==> config.mk <==
export PLATFORM = sky130hd
export DESIGN_NAME = z80_mem_bridge
export DESIGN_NICKNAME = d
export VERILOG_FILES = /design/src/rtl/z80_mem_bridge.sv
export SDC_FILE = /design/constraint.sdc
export NUM_CORES = 1
export LEC_CHECK = 0
export CAP_MARGIN = 20
export CORE_MARGIN = 3
export CORE_UTILIZATION = 30
export CTS_BUF_LIST = sky130_fd_sc_hd__clkbuf_16
export CTS_CLUSTER_DIAMETER = 50
export DETAILED_ROUTE_END_ITERATION = 8
export GPL_TIMING_DRIVEN = 0
export SETUP_SLACK_MARGIN = 0.02
export SYNTH_ARGS = -nofsm -noshare
export SYNTH_HDL_FRONTEND = slang
export SYNTH_SLANG_ARGS = --single-unit
==> constraint.sdc <==
create_clock -name clk -period 4.6 [get_ports clk]
set_input_delay 1.38 -clock clk [delete_from_list [all_inputs] [get_ports clk]]
set_output_delay 1.38 -clock clk [all_outputs]
set_load 0.005 [all_outputs]
==> src/rtl/z80_mem_bridge.sv <==
// Z80 memory-strobe to single-outstanding req/ack bridge with clock-enable stall.
// Optional ROM_WP_EN: writes below 16'h4000 are dropped without a memory request.
module z80_mem_bridge #(
    parameter int unsigned ADDR_W    = 18,
    parameter int unsigned ADDR_BASE = 0,
    parameter int unsigned TIMEOUT   = 255
) (
    input  logic              clk,
    input  logic              reset,
    input  logic [15:0]       cpu_addr,
    input  logic [7:0]        cpu_dout,
    output logic [7:0]        cpu_din,
    input  logic              mreq_n,
    input  logic              iorq_n,
    input  logic              rd_n,
    input  logic              wr_n,
    output logic              cpu_cen,
    output logic              mem_req,
    output logic              mem_we,
    output logic [ADDR_W-1:0] mem_addr,
    output logic [7:0]        mem_wdata,
    input  logic              mem_ack,
    input  logic [7:0]        mem_rdata,
    output logic              bus_err
);

    typedef enum logic [1:0] {
        S_IDLE,
        S_REQ,
        S_RELEASE
    } state_t;

    localparam logic [ADDR_W-1:0] BASE     = ADDR_W'(ADDR_BASE);
    localparam logic [15:0]       CNT_LAST = 16'(TIMEOUT - 1);

    state_t              state;
    logic [7:0]          rdata;
    logic [15:0]         cnt;
    logic                start;
    logic                wp_block;
    logic [ADDR_W-1:0]   req_addr;

    always_comb begin
        start    = (state == S_IDLE) && !mreq_n && (!rd_n || !wr_n);
        req_addr = ADDR_W'(cpu_addr) + BASE;
`ifdef ROM_WP_EN
        wp_block = !wr_n && (cpu_addr < 16'h4000);
`else
        wp_block = 1'b0;
`endif
    end

    // Stall is combinational so the core freezes in the same cycle the strobe appears.
    assign cpu_cen = !(start || (state == S_REQ));
    assign cpu_din = (!iorq_n && !rd_n && mreq_n) ? 8'hFF : rdata;

    always_ff @(posedge clk) begin
        if (reset) begin
            state     <= S_IDLE;
            mem_req   <= 1'b0;
            mem_we    <= 1'b0;
            mem_addr  <= '0;
            mem_wdata <= '0;
            rdata     <= 8'hFF;
            bus_err   <= 1'b0;
            cnt       <= '0;
        end else begin
            case (state)
                S_IDLE: begin
                    if (start) begin
                        if (wp_block) begin
                            state <= S_RELEASE;
                        end else begin
                            mem_addr  <= req_addr;
                            mem_we    <= !wr_n;
                            mem_wdata <= cpu_dout;
                            mem_req   <= 1'b1;
                            cnt       <= '0;
                            state     <= S_REQ;
                        end
                    end
                end
                S_REQ: begin
                    if (mem_ack) begin
                        mem_req <= 1'b0;
                        if (!mem_we) rdata <= mem_rdata;
                        state   <= S_RELEASE;
                    end else if (cnt == CNT_LAST) begin
                        mem_req <= 1'b0;
                        rdata   <= 8'hFF;
                        bus_err <= 1'b1;
                        state   <= S_RELEASE;
                    end else begin
                        cnt <= cnt + 16'd1;
                    end
                end
                S_RELEASE: begin
                    // Wait for the CPU to end its cycle so one strobe yields one transaction.
                    if (mreq_n || (rd_n && wr_n)) state <= S_IDLE;
                end
                default: state <= S_IDLE;
            endcase
        end
    end

endmodule

# Word level (Yosys, flattened, before mapping)

Index checks and enable logic that the tools add are counted.

Bits of input ports: 39
Flip-flop bits (word level): 53

Reductions and logical operators: 22
Mux-type cells: 17
Equal/unequal tests: 9
Add/sub/neg operators: 1
Bitwise operators: 1

Operator list:

| operator              | number |
|---|---|
| $mux 16               | 3 |
| $mux 8                | 4 |
| $pmux 16 s2           | 1 |
| $add 16x1->16 const B | 1 |
| $eq 16x8->1 const B   | 1 |
| $reduce_and 3->1      | 4 |
| $ne 2x2->1 const B    | 5 |
| $mux 2                | 4 |
| $pmux 2 s3            | 1 |
| $logic_and 1x1->1     | 5 |
| $logic_not 1->1       | 5 |
| $reduce_and 4->1      | 1 |
| $reduce_bool 2->1     | 2 |
| $logic_or 1x1->1      | 3 |
| $mux 1                | 3 |
| $ne 3x2->1 const B    | 1 |
| $eq 2x1->1 const B    | 1 |
| $eq 2x2->1 const B    | 1 |
| $logic_not 2->1       | 1 |
| $pmux 1 s2            | 1 |
| $reduce_and 2->1      | 1 |
| $not 1->1             | 1 |

# Longest topological paths before layout

Depth in word-level cells: 5
Depth in mapped cells: 7
Gate-level depth less buffers: 6

# Worst setup path before layout

Ideal clock, no wire load.

Path kind: input to output
Start: in wr_n
End: out cpu_cen
Slack: 0.572 ns
Arrival time: 2.648 ns
Path buffers: 2
Cell stages on the path: 4
Required time: 3.220 ns
Cells stage by stage: a2111oi_0 > clkbuf_1 > buf_2 > nor2_1

Longest elaborated chain between the ends: 5

RTL lines:

| element           | line | text |
|---|---|---|
| start, declared   | 16   | `input logic wr_n,` |
| $logic_not 1->1   | 44   | `start = (state == S_IDLE) && !mreq_n && (!rd_n \|\| !wr_n);` |
| $logic_or 1x1->1  | 44   |  |
| $logic_and 1x1->1 | 44   |  |
| $logic_or 1x1->1  | 54   | `assign cpu_cen = !(start \|\| (state == S_REQ));` |
| $logic_not 1->1   | 54   |  |
| end, declared     | 17   | `output logic cpu_cen,` |

No other way between the ends.

# Worst setup path in the final report

Same ends and word-level chain as after synthesis.

==> run summary <==
Status = finished, final reports clean
Sink Count = 53
Min-Delay Path Class = reg -> reg
WHS = 0.452 ns
Crit path launch type = input pin
Antenna diode instance count = 0
Commonest non-fill, non-tap cells in the layout = 73 x clkdlybuf4s50_1, 57 x nand2_1, 53 x dfxtp_1
Clk Tree Root Cell = clkbuf_16
Register-to-Register Path Depth = 5
Port-buffer cells = 73
Peak VDD IR = 187 uV
Data arrival, critical path = 3.07 ns
DP Area = 3080 sq um
TritonCTS clock tree = yes
Min-Delay Path Depth = 2
Final ANT Viol Nets = 0
Leak = 1.09 nW
# rows = 30
Setup Fix Bufs, Post-CTS = 0
Die extent in x = 92.1 um
EDFF count, synth = 0
Post-synthesis cell count = 259
Avg WL per Cell = 13.1 um
Largest net degree at the start of global routing = 22
Drt total wl = 5690 um
Slew headroom = 0.561
Netlist Area Pre-Place = 2220 sq um
Number of distinct library cells after synthesis = 44
Critical path type = in -> out
Min-delay src = mem_wdata[0]
First-pass GRT wire length = 9180 um
Max-Cap Viols = 0
Final instance area = 3250 sq um
Post-place setup slack = -0.690 ns
RePlAce Congestion = 0.759
Num CTS Buffers = 5
Crit path required time = 3.22 ns
Layout cells sized above 1 = 0.0824
Die area = 8480 sq um
Starting Density = 0.318
Final worst setup slack = 0.150 ns
Total number of vias = 2,095
Crit. Startpoint = wr_n
Clock transition at path regs = 0.07 ns
Max Slew Vio Count = 0
Fmax = 225 MHz
Worst-margin pin slew = 0.656 ns
Seq cells post-synth = 53
I/O pins = 77
Via count of the first global-routing pass = 1,933
Post-synth top flop = dfxtp_1
Worst-skew pair later-pin latency = 0.29 ns
Area Growth Syn to Fin = 46.1%
H-tree depth = 2
DRC = 0
Post-layout power = 990 uW
Asr flop ratio synth = 0
Drt via density = 4.81
Core area = 6980 sq um
Initial antenna violation count = 0
Average size of a mapped cell = 8.58 sq um
Final Setup Violations = 0
Chip height = 92.1 um
Ys Warns = 0
Final HPWL DP = 4240 um
Overflow after GRT = 0
Period utilization = 0.967
Crit path capture type = primary output
Setup TNS Final = 0 ns
Drt pass-1 iters = 4
CTS Buffer Depth = 2
Commonest non-fill, non-tap cell in the layout = clkdlybuf4s50_1
RSZ-0062 raised after global routing = false
Post-route insts no fill = 436
Post-synthesis sequential area ratio = 0.477
Cell Pwr Density = 305 nW/um^2
Tot GR Track Use = 0.134
Post-route clock skew = 0.00485 ns
Placed cell count = 430
Nets = 380
Fin crit period = 4.45 ns
CP Max Fanout = 21
Fin. Hold Viols = 0
R2r startpoint = cnt[7]
Hold-fix buffers at CTS = 0
DRT iter0 DRCs = 89
Util after Layout = 0.465
[critical path: stages]
cell	delay, ns
clkdlybuf4s50_1	0.48
a2111oi_4	0.43
buf_6	0.25
nor2_1	0.06
clkdlybuf4s50_1	0.47
[sequential cells by signal (all words and copies together) (netlist names)]
name and cells:
cnt 16, bus_err 1, mem_req 1, state 2, mem_wdata 8, mem_addr 16, mem_we 1, rdata 8
[worst paths after layout]
path | to | slack [ns]
max | cpu_cen | 0.15
min | mem_wdata[0] | 0.45
max reg2reg | mem_req | 2.41
min reg2reg | mem_wdata[0] | 0.45
[where the power goes]
group / switching [mW] / internal, mW
logic: 0.0571 / 0.0798
clock network: 0.165 / 0.200
registers: 0.0106 / 0.477
[timing repair]
item                       in CTS  in global routing
resized for setup               4                  2
setup endpoints to repair       1                  9
pin swaps                       0                  0
[final cells by class]
class | instances | area, sq um
Clock inverter | 3 | 17.5
Clock buffer | 5 | 125
Multi-Input combinational cell | 188 | 1100
Tap cell | 96 | 120
Sequential cell | 53 | 1060
Buffer | 12 | 62.6
Timing Repair Buffer | 74 | 742
Inverter | 5 | 18.8
Fill cell | 712 | 3740
[routing by layer]
metal	part of all wire	vias to the layer above	wire [um]	global-route usage
li1	-	1081	-	-
met1	0.49	942	2770	0.180
met3	0.073	4	413	0.0476
met5	0	-	0	0
met2	0.43	68	2440	0.198
met4	0.013	0	72	0.0483
[cells in the mapped netlist (2+ instances only)]
| cell type | n | share of area |
|---|---|---|
| o22a_1 | 8 | 0.032 |
| buf_4 | 2 | 0.0068 |
| nor4_1 | 2 | 0.0056 |
| nand4_1 | 6 | 0.017 |
| mux2i_1 | 2 | 0.0090 |
| a211oi_1 | 2 | 0.0068 |
| nor3_1 | 2 | 0.0045 |
| dfxtp_1 | 53 | 0.48 |
| buf_2 | 3 | 0.0068 |
| nand3_1 | 7 | 0.016 |
| inv_1 | 5 | 0.0084 |
| nor2_1 | 6 | 0.010 |
| or3_1 | 7 | 0.020 |
| o211ai_1 | 4 | 0.014 |
| clkbuf_1 | 8 | 0.014 |
| or2_2 | 9 | 0.025 |
| nand2_1 | 57 | 0.096 |
| o21ai_0 | 4 | 0.0090 |
| o21ai_1 | 2 | 0.0045 |
| ha_1 | 2 | 0.011 |
| a21oi_1 | 34 | 0.077 |
| xnor2_1 | 2 | 0.0079 |
| o31ai_1 | 3 | 0.010 |
| nor3b_1 | 3 | 0.010 |
| or4_1 | 7 | 0.024 |
[cell families after synthesis]
family,after synthesis,share of synthesized area
AOI/OAI and AO/OA,63,0.175
xor gates and xnor gates,2,0.00788
adders and majority gates,2,0.0113
buffers and inverters,19,0.0405
DFF,53,0.477
muxes,2,0.00901
other,1,0.00169
and+or+nand+nor,117,0.278
Note: power is estimated with default switching activity, not from simulation.
